### src/rtl/wbuf_pkg.sv
// Shared types for the L2-to-memory write buffer: FSM states, line widths and the entry record.
// Optional in-place write coalescing is enabled by defining WBUF_COALESCE_EN.
package wbuf_pkg;

  localparam int unsigned ADDR_W = 28;
  localparam int unsigned DATA_W = 128;

  typedef enum logic [1:0] {
    StIdle,
    StFill,
    StResp,
    StDrain
  } wbuf_state_e;

  typedef struct packed {
    logic              valid;
    logic [ADDR_W-1:0] addr;
    logic [DATA_W-1:0] data;
  } entry_t;

endpackage

### src/rtl/wbuf_store.sv
// Line FIFO for the write buffer: entry storage, head/tail/count, parallel address match.
// With WBUF_COALESCE_EN defined, a matching non-head entry can be overwritten in place.
module wbuf_store
  import wbuf_pkg::*;
#(
  parameter int unsigned DEPTH = 4,
  localparam int unsigned PtrW = $clog2(DEPTH)
) (
  input  logic              clk,
  input  logic              rst_n,
  input  logic              push,
  input  logic              pop,
`ifdef WBUF_COALESCE_EN
  input  logic              overwrite,
  output logic              co_hit,
`endif
  input  logic [ADDR_W-1:0] addr,
  input  logic [DATA_W-1:0] wdata,
  output logic [PtrW:0]     count,
  output logic              full,
  output logic [ADDR_W-1:0] head_addr,
  output logic [DATA_W-1:0] head_data,
  output logic              hit,
  output logic [DATA_W-1:0] hit_data
);

  entry_t          ent_q [DEPTH];
  logic [PtrW-1:0] head_q;
  logic [PtrW-1:0] tail_q;
  logic [PtrW:0]   count_q;
`ifdef WBUF_COALESCE_EN
  logic [PtrW-1:0] co_idx;
`endif

  // Scan oldest to newest so the last match found is the newest copy of the line.
  always_comb begin
    logic [PtrW-1:0] idx;
    idx      = head_q;
    hit      = 1'b0;
    hit_data = '0;
`ifdef WBUF_COALESCE_EN
    co_hit   = 1'b0;
    co_idx   = '0;
`endif
    for (int unsigned i = 0; i < DEPTH; i++) begin
      idx = head_q + PtrW'(i);
      if (ent_q[idx].valid && (ent_q[idx].addr == addr)) begin
        hit      = 1'b1;
        hit_data = ent_q[idx].data;
`ifdef WBUF_COALESCE_EN
        // The head may be in flight to memory, so it is never a coalesce target.
        if (i != 0) begin
          co_hit = 1'b1;
          co_idx = idx;
        end
`endif
      end
    end
  end

  always_ff @(posedge clk) begin
    if (!rst_n) begin
      for (int unsigned i = 0; i < DEPTH; i++) begin
        ent_q[i].valid <= 1'b0;
      end
      head_q  <= '0;
      tail_q  <= '0;
      count_q <= '0;
    end else begin
      if (pop) begin
        ent_q[head_q].valid <= 1'b0;
        head_q              <= head_q + 1'b1;
      end
      // Push after pop: when full, a same-cycle push refills the slot just freed.
      if (push) begin
        ent_q[tail_q] <= '{valid: 1'b1, addr: addr, data: wdata};
        tail_q        <= tail_q + 1'b1;
      end
`ifdef WBUF_COALESCE_EN
      if (overwrite) begin
        ent_q[co_idx].data <= wdata;
      end
`endif
      unique case ({push, pop})
        2'b10:   count_q <= count_q + 1'b1;
        2'b01:   count_q <= count_q - 1'b1;
        default: ;
      endcase
    end
  end

  assign count     = count_q;
  assign full      = (count_q == (PtrW + 1)'(DEPTH));
  assign head_addr = ent_q[head_q].addr;
  assign head_data = ent_q[head_q].data;

endmodule

### src/rtl/l2_mem_write_buffer.sv
// Write buffer between the L2 D-side port and slow memory: absorbs write-backs, forwards read
// hits, issues read misses ahead of drains. Define WBUF_COALESCE_EN for in-place coalescing.
module l2_mem_write_buffer
  import wbuf_pkg::*;
#(
  parameter int unsigned DEPTH = 4
) (
  input  logic              clk,
  input  logic              rst_n,
  input  logic              up_read,
  input  logic              up_write,
  input  logic [ADDR_W-1:0] up_addr,
  input  logic [DATA_W-1:0] up_wdata,
  output logic [DATA_W-1:0] up_rdata,
  output logic              up_ready,
  output logic              mem_read,
  output logic              mem_write,
  output logic [ADDR_W-1:0] mem_addr,
  output logic [DATA_W-1:0] mem_wdata,
  input  logic [DATA_W-1:0] mem_rdata,
  input  logic              mem_ready,
  output logic              wbuf_empty
);

  localparam int unsigned CntW = $clog2(DEPTH) + 1;

  wbuf_state_e       state_q, state_d;
  logic              up_ready_q, up_ready_d;
  logic [DATA_W-1:0] up_rdata_q, up_rdata_d;
  logic              mem_read_q, mem_read_d;
  logic              mem_write_q, mem_write_d;
  logic [ADDR_W-1:0] mem_addr_q, mem_addr_d;
  logic [DATA_W-1:0] mem_wdata_q, mem_wdata_d;

  logic              push, pop;
  logic [CntW-1:0]   count;
  logic              full, hit;
  logic [ADDR_W-1:0] head_addr;
  logic [DATA_W-1:0] head_data, hit_data;
  logic              wr_req, rd_req, drain_done;
`ifdef WBUF_COALESCE_EN
  logic              overwrite, co_hit;
`endif

  wbuf_store #(
    .DEPTH(DEPTH)
  ) u_store (
    .clk       (clk),
    .rst_n     (rst_n),
    .push      (push),
    .pop       (pop),
`ifdef WBUF_COALESCE_EN
    .overwrite (overwrite),
    .co_hit    (co_hit),
`endif
    .addr      (up_addr),
    .wdata     (up_wdata),
    .count     (count),
    .full      (full),
    .head_addr (head_addr),
    .head_data (head_data),
    .hit       (hit),
    .hit_data  (hit_data)
  );

  // Writes only touch the buffer, so they are also taken while a drain is in flight.
  assign wr_req     = up_write && !up_ready_q && (state_q == StIdle || state_q == StDrain);
  assign rd_req     = up_read && !up_write && !up_ready_q && (state_q == StIdle);
  assign drain_done = (state_q == StDrain) && mem_ready;

  always_comb begin
    state_d     = state_q;
    up_ready_d  = 1'b0;
    up_rdata_d  = up_rdata_q;
    mem_read_d  = mem_read_q;
    mem_write_d = mem_write_q;
    mem_addr_d  = mem_addr_q;
    mem_wdata_d = mem_wdata_q;
    push        = 1'b0;
    pop         = 1'b0;
`ifdef WBUF_COALESCE_EN
    overwrite   = 1'b0;
`endif

    if (wr_req) begin
`ifdef WBUF_COALESCE_EN
      if (co_hit) begin
        overwrite  = 1'b1;
        up_ready_d = 1'b1;
      end else if (!full || drain_done) begin
        push       = 1'b1;
        up_ready_d = 1'b1;
      end
`else
      if (!full || drain_done) begin
        push       = 1'b1;
        up_ready_d = 1'b1;
      end
`endif
    end

    unique case (state_q)
      StIdle: begin
        if (rd_req && !hit) begin
          state_d    = StFill;
          mem_read_d = 1'b1;
          mem_addr_d = up_addr;
        end else begin
          if (rd_req) begin
            up_ready_d = 1'b1;
            up_rdata_d = hit_data;
          end
          // Skip the completion cycle so L2's next request is seen before a drain locks us out.
          if (count != '0 && !up_ready_q) begin
            state_d     = StDrain;
            mem_write_d = 1'b1;
            mem_addr_d  = head_addr;
            mem_wdata_d = head_data;
          end
        end
      end
      StFill: begin
        if (mem_ready) begin
          state_d    = StResp;
          mem_read_d = 1'b0;
          up_rdata_d = mem_rdata;
          up_ready_d = 1'b1;
        end
      end
      StResp: begin
        state_d = StIdle;
      end
      StDrain: begin
        if (mem_ready) begin
          state_d     = StIdle;
          mem_write_d = 1'b0;
          pop         = 1'b1;
        end
      end
      default: state_d = StIdle;
    endcase
  end

  always_ff @(posedge clk) begin
    if (!rst_n) begin
      state_q     <= StIdle;
      up_ready_q  <= 1'b0;
      up_rdata_q  <= '0;
      mem_read_q  <= 1'b0;
      mem_write_q <= 1'b0;
      mem_addr_q  <= '0;
      mem_wdata_q <= '0;
    end else begin
      state_q     <= state_d;
      up_ready_q  <= up_ready_d;
      up_rdata_q  <= up_rdata_d;
      mem_read_q  <= mem_read_d;
      mem_write_q <= mem_write_d;
      mem_addr_q  <= mem_addr_d;
      mem_wdata_q <= mem_wdata_d;
    end
  end

  assign up_ready   = up_ready_q;
  assign up_rdata   = up_rdata_q;
  assign mem_read   = mem_read_q;
  assign mem_write  = mem_write_q;
  assign mem_addr   = mem_addr_q;
  assign mem_wdata  = mem_wdata_q;
  assign wbuf_empty = (count == '0);

endmodule
### config.mk
export PLATFORM = sky130hd
export DESIGN_NAME = l2_mem_write_buffer
export DESIGN_NICKNAME = d
export VERILOG_FILES = /design/src/rtl/wbuf_pkg.sv /design/src/rtl/wbuf_store.sv /design/src/rtl/l2_mem_write_buffer.sv
export SDC_FILE = /design/constraint.sdc
export NUM_CORES = 2
export LEC_CHECK = 0
export CAP_MARGIN = 25
export CORE_MARGIN = 1.5
export CORE_UTILIZATION = 30
export DETAILED_ROUTE_END_ITERATION = 7
export PLACE_DENSITY_LB_ADDON = 0.05
export SETUP_SLACK_MARGIN = 0.15
export SLEW_MARGIN = 5
export SYNTH_ARGS = -nofsm -noshare
export SYNTH_HDL_FRONTEND = slang
export SYNTH_SLANG_ARGS = --single-unit
### constraint.sdc
create_clock -name clk -period 18.08 [get_ports clk]
set_input_delay 3.616 -clock clk [delete_from_list [all_inputs] [get_ports clk]]
set_output_delay 3.616 -clock clk [all_outputs]
set_load 0.01 [all_outputs]
==> metrics <==
outcome=completed; Die Ht=422 µm; CP Data Arrival Time=9.37 ns; drt pass-1 iters=8; clock-pin slew on the worst setup and hold paths=0.06 ns; Reg2Reg Setup Slack=10.05 ns; EDFF count, synth=624; DRT Wirelength=213 mm; CTS root buffer=clkbuf_16; initial antenna violation count=40; max cap viols=0; layout cells sized above 1=19.7%; Chip Width=422 µm; post-synthesis cell type count=78; wire per inst=30.9 µm; Starting Density=30.3%; number of cell rows=153; CTS tree=built; total negative setup slack=0 ns; GP Congestion=0.909; post-layout instance area=64200 µm²; total CTS buffers=118; switching power=2.26 mW; PD cells=108 nW/µm²; maximum vdd drop=0.0689 mV; crit-path max FO=54; Clock Path Buffers=3; Post-Syn Instances=4113; DP Area=60300 µm²; Net Sw Frac=32.6%; Hold Vio Cnt, Final=0; H-tree Lvls=3; Leakage=20.0 nW; CP Capture Type=flip-flop; top-area cell type share of the netlist area=35.5%; Mapped Nets=4411; Req. time, crit path=18.65 ns; first-pass GRT wire length=302 mm; endpoint of the worst hold path=mem_wdata[93]$_SDFFE_PN0P_; # resized after CTS=0; actual slew at the worst max-slew pin=1.08 ns; sequential share of the synthesized area=47.0%; Synth area leader=edfxtp_1; largest cells by area after synthesis=edfxtp_1 (36%), mux4_2 (25%), dfxtp_1 (11%); die area=178000 µm²; final core occ=36.9%; All-Layer GR Usage=23.3%; number of DRC violations after detailed-routing iteration 0=3200; drt drc=0; most frequent cells in the layout=edfxtp_1 (624), mux4_2 (580), clkdlybuf4s50_1 (575); DR vias/cell=5.76; post-CTS setup buffers=0; cts hold-fix bufs=0; CP Launch Type=input pin; RSZ-0062 raised after global routing=false; most common cell after layout, fill and taps aside=edfxtp_1; I/O pin total=577; Setup Skew=0.0236 ns; antenna viol nets, final=0; Hold Crit Start=mem_wdata[93]$_SDFFE_PN0P_; Skew-Pair Late Insertion Delay=0.76 ns; reg2reg end=up_rdata[83]$_SDFFE_PN0P_; Tmin final=8.80 ns; Placeable Area=174000 µm²; Yosys reg bits=926; Clock power frac=34.2%; Final #Nets=4748; Comb pwr share=26.2%; HP Class=flip-flop to flip-flop; area grow syn2layout=21.8%; Slew headroom=28.3%; async set or reset register ratio after synthesis=0%; Hold Path Cell Cnt=2; DPL Wire Length=130 mm; I/O Buffers=576; final critical-path share of the clock period=48.7%; largest net degree at the start of global routing=188; Reg2Reg Depth=13; final setup fails=0; Pint=4.67 mW; Setup CP Type=input pin to flip-flop; register share of total power=39.6%; FF-to-FF Start=u_store.head_q[0]$_SDFFE_PN0P_; vias in the first global route=39700; yosys synthesis warning count=0; Slew Viols, Final=0; vias=39700; fmax=114 MHz; CTS sink cnt=926; syn avg cell area=12.8 µm²; Overflow after GRT=0; Top FF cell, synth=edfxtp_1; Mapped Area=52700 µm²
==> worst max-delay path, stage by stage <==
cell	delay [ns]
clkdlybuf4s50_1	0.89
a221oi_1	0.47
o21ba_2	0.21
nor4b_1	0.57
and3_1	0.39
nand2_4	0.37
a41oi_4	0.27
buf_4	0.72
or2_4	0.63
buf_4	0.82
a31oi_1	0.18
==> state kept, by name, indices dropped and copies added (netlist names), named ones only <==
register,count
mem_write,1
u_store.ent_q,628
u_store.tail_q,2
up_ready,1
mem_wdata,128
mem_read,1
mem_addr,28
state_q,2
u_store.count,3
up_rdata,128
u_store.head_q,2
==> synthesized netlist by cell type, drive strengths merged, types with 6 or more instances <==
| library cell | count |
|---|---|
| edfxtp | 624 |
| mux4 | 580 |
| nand2 | 425 |
| o21ai | 403 |
| dfxtp | 302 |
| clkbuf | 284 |
| a31oi | 257 |
| buf | 157 |
| nand3 | 142 |
| and3 | 139 |
| nor3b | 129 |
| o31ai | 128 |
| mux2i | 97 |
| xnor2 | 85 |
| nor2 | 64 |
| a211oi | 28 |
| mux2 | 27 |
| inv | 26 |
| nand4 | 20 |
| a21oi | 19 |
| nand2b | 12 |
| nor3 | 10 |
| o22ai | 10 |
| xor2 | 10 |
| o211ai | 9 |
| ha | 8 |
| nor4 | 8 |
| nor2b | 7 |
| a221oi | 6 |
| a22oi | 6 |
| o2111ai | 6 |
==> worst max path at each step <==
stage	end	slack, ns	cells past startpoint	start
detailed placement	up_rdata[87]$_SDFFE_PN0P_	8.48	11	up_addr[5]
floorplan	u_store.ent_q[1][0]$_DFFE_PP_	9.61	3	mem_ready
CTS	up_rdata[83]$_SDFFE_PN0P_	9.30	11	up_addr[5]
finish	up_rdata[83]$_SDFFE_PN0P_	9.28	11	up_addr[5]
global route	up_rdata[110]$_SDFFE_PN0P_	9.09	12	up_addr[27]
global placement	up_rdata[87]$_SDFFE_PN0P_	8.58	11	up_addr[5]
==> layer usage <==
metal | track usage (%) | share of wire (%) | vias to the layer above
li1 | - | - | 17300
met3 | 3.64 | 4.8 | 385
met2 | 39.9 | 50 | 1372
met1 | 29.4 | 41 | 20700
met4 | 9.12 | 3.9 | 18
met5 | 0 | 0.051 | -
==> cells by family (layout without fill, tap and decap cells) <==
family / count (synthesis) / after routing / share of synthesized area (%)
and+or+nand+nor: 992 / 992 / 9.53
DFF: 926 / 926 / 47.0
AOI/OAI and AO/OA: 919 / 919 / 10.6
muxes: 704 / 704 / 27.2
buffers and inverters: 468 / 909 / 3.83
xor gates and xnor gates: 95 / 95 / 1.58
adders and majority gates: 9 / 9 / 0.228
other: 0 / 15 / 0
==> area by class of cell <==
type                       count  area, µm²
antenna                       15       37.5
inverter                      27        109
tap                         2325       2910
fill                       16900     110000
timing repair buffer         658       6510
sequential                   926      24800
clock inverter                63        574
clock buffer                 161       3260
multi-input combinational   2719      26000
==> metrics by stage <==
step                power, mW  hold WS [ns]  setup slack (ns)  cells
floorplan                3.72         0.471              9.61   4113
global placement         4.64         0.444              8.58   6653
detailed placement       4.64         0.449              8.48   6653
CTS                      7.05         0.457              9.30   6877
global route             7.24         0.487              9.09   6891
finish                   6.94         0.452              9.28   6894
==> power by group through the flow <==
stage	combinational (mW)	clock [mW]	sequential [mW]
global route	1.96	2.51	2.77
detailed placement	1.85	0	2.79
global placement	1.85	0	2.79
floorplan	0.945	0	2.78
finish	1.82	2.37	2.74
CTS	1.86	2.44	2.75
Note: power is estimated with default switching activity, not from simulation.
